**config.mk**
```make
export PLATFORM = sky130hd
export DESIGN_NAME = dma_cmd_sequencer
export DESIGN_NICKNAME = d
export VERILOG_FILES = /design/src/rtl/dma_seq_pkg.sv /design/src/rtl/dma_outstanding_ctr.sv /design/src/rtl/dma_cmd_sequencer.sv
export SDC_FILE = /design/constraint.sdc
export NUM_CORES = 1
export LEC_CHECK = 0
export BUFFER_PORTS_ARGS = -buffer_cell sky130_fd_sc_hd__buf_4
export CAP_MARGIN = 25
export CORE_ASPECT_RATIO = 1.2
export CORE_MARGIN = 4
export CORE_UTILIZATION = 35
export DETAILED_ROUTE_END_ITERATION = 7
export PLACE_DENSITY = 0.56
export REMOVE_ABC_BUFFERS = 1
export SETUP_SLACK_MARGIN = 0.02
export SYNTH_ARGS = -nofsm -noshare
export SYNTH_HDL_FRONTEND = slang
export SYNTH_HIERARCHICAL = 1
export SYNTH_SLANG_ARGS = --single-unit
```
**constraint.sdc**
```tcl
create_clock -name ACLK -period 4.9 [get_ports ACLK]
set_clock_uncertainty 0.05 [all_clocks]
set_input_delay 1.47 -clock ACLK [delete_from_list [all_inputs] [get_ports ACLK]]
set_output_delay 1.47 -clock ACLK [all_outputs]
set_load 0.005 [all_outputs]
```
**src/rtl/dma_seq_pkg.sv**
```systemverilog
// Shared types and constants for the DMA command sequencer slice.
package dma_seq_pkg;

  typedef enum logic [2:0] {
    S_IDLE,
    S_CHECK,
    S_ISSUE,
    S_DRAIN,
    S_FINISH
  } state_e;

  localparam int unsigned CMD_START = 0;
  localparam int unsigned ADDR_W    = 32;

  // True when addr sits on a burst_bytes boundary (burst_bytes is a power of two).
  function automatic logic addr_aligned(input logic [ADDR_W-1:0] addr,
                                        input int unsigned       burst_bytes);
    logic [ADDR_W-1:0] mask;
    mask = ADDR_W'(burst_bytes - 1);
    return (addr & mask) == '0;
  endfunction

endpackage

```
**src/rtl/dma_outstanding_ctr.sv**
```systemverilog
// Saturating up/down count of write bursts issued but not yet completed.
module dma_outstanding_ctr
#(
  parameter int unsigned MAX_OUTSTANDING = 4
) (
  input  logic ACLK,
  input  logic ARESETN,
  input  logic inc_i,
  input  logic dec_i,
  output logic full_o,
  output logic empty_o
);

  localparam int unsigned CW = $clog2(MAX_OUTSTANDING + 1);

  logic [CW-1:0] count_q, count_d;
  logic          up, dn;

  assign full_o  = (count_q == CW'(MAX_OUTSTANDING));
  assign empty_o = (count_q == '0);

  always_comb begin
    // A completion at zero is dropped, so stray pulses after a reset cannot underflow.
    dn      = dec_i && !empty_o;
    up      = inc_i && (!full_o || dn);
    count_d = count_q;
    if (up && !dn) begin
      count_d = count_q + CW'(1);
    end else if (dn && !up) begin
      count_d = count_q - CW'(1);
    end
  end

  always_ff @(posedge ACLK) begin
    if (!ARESETN) begin
      count_q <= '0;
    end else begin
      count_q <= count_d;
    end
  end

endmodule

```
**src/rtl/dma_cmd_sequencer.sv**
```systemverilog
// Splits one configured transfer into burst read/write requests, bounds
// in-flight write bursts and reports completion to the config block.
module dma_cmd_sequencer
  import dma_seq_pkg::*;
#(
  parameter  int unsigned BURST_BYTES     = 128,
  parameter  int unsigned MAX_OUTSTANDING = 4,
  localparam int unsigned BW              = $clog2(BURST_BYTES) + 1
) (
  input  logic          ACLK,
  input  logic          ARESETN,
  input  logic          CFG_VALID,
  output logic          CFG_READY,
  input  logic [31:0]   CFG_CMD,
  input  logic [31:0]   CFG_SRC,
  input  logic [31:0]   CFG_DEST,
  input  logic [31:0]   CFG_LEN,
  output logic          RD_REQ_VALID,
  input  logic          RD_REQ_READY,
  output logic [31:0]   RD_REQ_ADDR,
  output logic [BW-1:0] RD_REQ_BYTES,
  output logic          WR_REQ_VALID,
  input  logic          WR_REQ_READY,
  output logic [31:0]   WR_REQ_ADDR,
  output logic [BW-1:0] WR_REQ_BYTES,
  input  logic          WR_DONE,
  output logic          BUSY,
  output logic          DONE,
  output logic          ERR
);

  state_e            state_q, state_d;
  logic [ADDR_W-1:0] src_q, src_d;
  logic [ADDR_W-1:0] dest_q, dest_d;
  logic [ADDR_W-1:0] rem_q, rem_d;
  logic              start_q, start_d;
  logic              rd_taken_q, rd_taken_d;
  logic              wr_taken_q, wr_taken_d;
  logic              err_q, err_d;

  logic [BW-1:0]     cur_bytes;
  logic              rd_fire, wr_fire;
  logic              ctr_full, ctr_empty;
  logic              unused_cmd;

  assign unused_cmd = ^CFG_CMD;

  assign cur_bytes = (rem_q < ADDR_W'(BURST_BYTES)) ? rem_q[BW-1:0] : BW'(BURST_BYTES);

  assign CFG_READY    = (state_q == S_IDLE);
  assign BUSY         = (state_q != S_IDLE);
  assign DONE         = (state_q == S_FINISH);
  assign ERR          = err_q;
  assign RD_REQ_VALID = (state_q == S_ISSUE) && !rd_taken_q && !ctr_full;
  assign WR_REQ_VALID = (state_q == S_ISSUE) && !wr_taken_q && !ctr_full;
  assign RD_REQ_ADDR  = src_q;
  assign WR_REQ_ADDR  = dest_q;
  assign RD_REQ_BYTES = cur_bytes;
  assign WR_REQ_BYTES = cur_bytes;
  assign rd_fire      = RD_REQ_VALID && RD_REQ_READY;
  assign wr_fire      = WR_REQ_VALID && WR_REQ_READY;

  dma_outstanding_ctr #(
    .MAX_OUTSTANDING (MAX_OUTSTANDING)
  ) u_outstanding (
    .ACLK    (ACLK),
    .ARESETN (ARESETN),
    .inc_i   (wr_fire),
    .dec_i   (WR_DONE),
    .full_o  (ctr_full),
    .empty_o (ctr_empty)
  );

  always_comb begin
    state_d    = state_q;
    src_d      = src_q;
    dest_d     = dest_q;
    rem_d      = rem_q;
    start_d    = start_q;
    rd_taken_d = rd_taken_q;
    wr_taken_d = wr_taken_q;
    err_d      = err_q;
    case (state_q)
      S_IDLE: begin
        if (CFG_VALID) begin
          src_d   = CFG_SRC;
          dest_d  = CFG_DEST;
          rem_d   = CFG_LEN;
          start_d = CFG_CMD[CMD_START];
          err_d   = 1'b0;
          state_d = S_CHECK;
        end
      end
      S_CHECK: begin
        if (!start_q || rem_q == '0) begin
          state_d = S_FINISH;
        end else if (!addr_aligned(src_q, BURST_BYTES) || !addr_aligned(dest_q, BURST_BYTES)) begin
          err_d   = 1'b1;
          state_d = S_FINISH;
        end else begin
          state_d = S_ISSUE;
        end
      end
      S_ISSUE: begin
        // A burst retires only once both sides have been handshaken, in any order.
        rd_taken_d = rd_taken_q || rd_fire;
        wr_taken_d = wr_taken_q || wr_fire;
        if (rd_taken_d && wr_taken_d) begin
          src_d      = src_q + ADDR_W'(cur_bytes);
          dest_d     = dest_q + ADDR_W'(cur_bytes);
          rem_d      = rem_q - ADDR_W'(cur_bytes);
          rd_taken_d = 1'b0;
          wr_taken_d = 1'b0;
          if (rem_d == '0) begin
            state_d = S_DRAIN;
          end
        end
      end
      S_DRAIN: begin
        if (ctr_empty) begin
          state_d = S_FINISH;
        end
      end
      S_FINISH: begin
        state_d = S_IDLE;
      end
      default: begin
        state_d = S_IDLE;
      end
    endcase
  end

  always_ff @(posedge ACLK) begin
    if (!ARESETN) begin
      state_q    <= S_IDLE;
      src_q      <= '0;
      dest_q     <= '0;
      rem_q      <= '0;
      start_q    <= 1'b0;
      rd_taken_q <= 1'b0;
      wr_taken_q <= 1'b0;
      err_q      <= 1'b0;
    end else begin
      state_q    <= state_d;
      src_q      <= src_d;
      dest_q     <= dest_d;
      rem_q      <= rem_d;
      start_q    <= start_d;
      rd_taken_q <= rd_taken_d;
      wr_taken_q <= wr_taken_d;
      err_q      <= err_d;
    end
  end

endmodule

```
==> impl_metrics.csv <==
group,metric,value,unit
status,status,"completed",
sta,relSlewSlack,48.47,%
floorplan,dieArea,22170,um2
logic_synthesis,synthAdderAreaFrac,4.107,%
placed_design,dp_hpwl,17790,um
floorplan,core,19550,um2
logic_synthesis,synth_top_flop_cell,"dfxtp_1",
logic_synthesis,synth_seq_cells,106,
clocking,cts_tree,"done",
placed_design,portBuffers,188,
clocking,clock_path_buffers,2,
logic_synthesis,syn_area_per_cell,7.666,um2
setup_path,crit_path_start_kind,"flop",
setup_path,worstPathRequired,5.12,ns
sta,hold_violations,0,
floorplan,die_w,136.6,um
pwr,p_int,1.638,mW
grt,grt_max_degree,59,
pwr,power.share.sequential,43.2,%
clocking,hold_buffers,0,
pwr,sw_frac_of_total,32.54,%
route,routed_wl,25080,um
layout,antenna_cells,0,
floorplan,die_h,162.3,um
logic_synthesis,synth_top_family_by_area,"compound AO/OA/AOI/OAI gates",
grt,antenna_found_initial,1,
setup_path,crit_path_max_fanout,11,
clocking,ctsResizeCount,0,
layout,nNetsFinal,1203,
pwr,power_frac_clock,32.2,%
sta,min_period_over_period,90.39,%
pwr,pwr_density_cell,276.0,nW/um2
setup_path,slowest_stage,"or4_4",
pwr,p_leak,3.494,nW
logic_synthesis,synthTopCellsByArea,"dfxtp_1 31%, nor2_1 5.1%, a21oi_1 4.9%, o21ai_0 4.9%, a311oi_1 3.9%",
logic_synthesis,synthXorXnorAreaFrac,2.774,%
sta,setup_viol,0,
setup_path,path_cells,"or4_4 -> nor2_4 -> and4_4 -> and2_1 -> ha_1 -> inv_1 -> fa_1 -> nor2b_1 -> o21ai_0 -> a21boi_0 -> o21ai_0 -> a21oi_1 -> nor4b_4 -> a311oi_1 -> a211oi_1",
setup_path,end_kind,"flop",
logic_synthesis,synth-simple-area-share,26.50,%
grt,grt_pass1_wl,39250,um
clocking,clock-sinks,106,
route,drc,0,
placed_design,dp_slack,0.4713,ns
logic_synthesis,synth_edf_count,0,
sta,hold_ws,0.4219,ns
sta,worst_pin_slew,0.7721,ns
logic_synthesis,yosysTopAreaCellShare,30.55,%
logic_synthesis,synthDistinctLibCells,82,
grt,global_route.usage.total,22.19,%
floorplan,rows,56,
grt,grt_pass1_vias,7243,
route,viasPerCell,5.718,
logic_synthesis,synth_area_leader_cell,"dfxtp_1",
sta,slew_viol_final,0,
clocking,clockRootBuffer,"clkbuf_16",
pwr,switchingPower,790.0,uW
clocking,cts_setup_buffers,0,
layout,drive_above_1_share,24.12,%
logic_synthesis,ys_warn_count,6,
sta,period_minus_slack,4.429,ns
clocking,h-tree-depth,3,
sta,max_freq,0.2258,GHz
sta,setup_ws,0.4711,ns
floorplan,ios,220,
job,max-cap-violations,0,
setup_path,path_common_cell,"o21ai_0",
layout,syn2layout_area_growth,26.64,%
route,drt_iter0_markers,517,
logic_synthesis,synth-compound-area-share,29.22,%
clocking,clock_latency,0.36,ns
route,vias,7513,
route,ant_nets,0,
setup_path,critPathKind,"reg -> reg",
sta,rsz0062_at_grt,"false",
logic_synthesis,synthCells,906,
route,wire_per_inst,19.09,um
logic_synthesis,muxShareOfSynthArea,0.5945,%
route,firstDrtPassIters,5,
setup_path,max_stage_delay,0.63,ns
clocking,clk_pin_slew,0.09,ns
logic_synthesis,seq_area_frac_synth,30.55,%
worst_hold_path,min_path_type,"reg -> reg",
floorplan,start_util,35.53,%
logic_synthesis,synth-async-reset-ratio,0,%
grt,grt.overflow.total,0,
clocking,cts_buffers,9,
placed_design,place_congestion,0.8263,
setup_path,worst_ep_arrival_time,4.65,ns
pwr,p_comb_share,24.6,%
logic_synthesis,synth.cell_area,6945,um2
pwr,max-vdd-ir-drop,0.1576,mV
layout,nFillCells,2042,
==> placed cells by master, fill, tap and decap left out, types with 3 or more instances in the layout <==
cell / netlist / routed
a211oi_1: 33 / 33
a21boi_0: 3 / 3
a21o_1: 3 / 3
a21oi_1: 68 / 68
a22oi_1: 3 / 3
a311oi_1: 31 / 31
a31oi_1: 8 / 8
and2_1: 17 / 17
and3_1: 22 / 22
buf_4: 8 / 207
clkbuf_16: 0 / 9
dfxtp_1: 106 / 105
fa_1: 3 / 3
ha_1: 18 / 18
inv_1: 18 / 18
inv_6: 0 / 3
mux2i_1: 3 / 3
nand2_1: 69 / 68
nand2_2: 2 / 3
nand2b_1: 4 / 4
nand3_1: 29 / 29
nand3b_1: 4 / 4
nand4_1: 14 / 14
nor2_1: 94 / 92
nor2_4: 2 / 3
nor2b_1: 10 / 10
nor3_1: 31 / 31
nor4_1: 14 / 14
nor4_2: 3 / 3
o2111ai_1: 3 / 3
o211ai_1: 10 / 10
o21a_1: 6 / 6
o21ai_0: 68 / 68
o221ai_1: 18 / 18
o22ai_1: 12 / 12
o31ai_1: 12 / 12
or3_1: 13 / 13
xnor2_1: 20 / 20
==> routing by layer <==
layer,up-vias,global-route usage (%),routed length (um)
met5,-,0,0
met4,0,6.783,440
met3,27,3.377,1732
met2,211,37.89,12260
met1,3583,28.70,10650
li1,3692,-,-
==> synth_stat cells, types with 18 or more instances <==
library cell / n
a211oi_1: 33
a21oi_1: 68
a311oi_1: 31
and3_1: 22
clkbuf_1: 46
dfxtp_1: 106
ha_1: 18
inv_1: 18
nand2_1: 69
nand3_1: 29
nor2_1: 94
nor3_1: 31
o21ai_0: 68
o221ai_1: 18
xnor2_1: 20
==> path summary, 6_finish.rpt <==
path,to,cells after the start,from,slack [ns]
setup / recovery,RD_REQ_ADDR[30],15,rem_q[25],0.47
hold reg to reg,start_q,2,start_q,0.42
hold / removal,start_q,2,start_q,0.42
setup reg to reg,RD_REQ_ADDR[30],15,rem_q[25],0.47
==> logic make-up after synthesis <==
kind of cell,count (synthesis)
AND/OR/NAND/NOR,353
AO/OA/AOI/OAI,304
flip-flops,106
buffers and inverters,95
XOR/XNOR,22
adder cells (fa/ha/maj),21
multiplexers,4
other,1
==> stage by stage <==
stage / cell area [um2] / utilization [%] / TNS [ns] / total power, mW / cells
global route: 8796 / 44.99 / 0 / 2.558 / 1314
CTS: 8796 / 44.99 / 0 / 2.451 / 1314
detailed placement: 8487 / 43.41 / 0 / 1.665 / 1298
finish: 8796 / 44.99 / 0 / 2.428 / 1314
floorplan: 6586 / - / -1.083 / 1.385 / 830
global placement: 8487 / 43.41 / 0 / 1.659 / 1298
==> power groups by stage <==
stage	Clock, mW	Combinational (mW)	Sequential, mW
CTS	0.804	0.600	1.05
global placement	0	0.594	1.06
global route	0.828	0.667	1.06
floorplan	0	0.343	1.04
finish	0.783	0.598	1.05
detailed placement	0	0.597	1.07
==> registers in the layout, summed over array words and instances (netlist names) <==
name	flops
ERR	1
RD_REQ_ADDR	32
WR_REQ_ADDR	32
rd_taken_q	1
rem_q	32
start_q	1
state_q	3
u_outstanding/count_q	3
wr_taken_q	1
==> area by class of cell <==
| type | count | area [um2] | area share, % |
|---|---|---|---|
| Clock buffer | 9 | 225.2 | 2.560 |
| Clock inverter | 7 | 83.83 | 0.9531 |
| Inverter | 19 | 71.32 | 0.8108 |
| Multi-Input combinational cell | 705 | 4412 | 50.16 |
| Sequential cell | 106 | 2123 | 24.14 |
| Tap cell | 261 | 326.6 | 3.713 |
| Timing Repair Buffer | 207 | 1554 | 17.67 |
==> worst max-delay path, delay by kind of cell (launching register included) <==
family / cells / cell delay [ns]
and+or+nand+nor: 6 / 1.94
adders and majority gates: 2 / 0.58
DFF: 1 / 0.39
buffers and inverters: 1 / 0.06
AOI/OAI and AO/OA: 6 / 1.30
(Power assumes the default switching activity.)
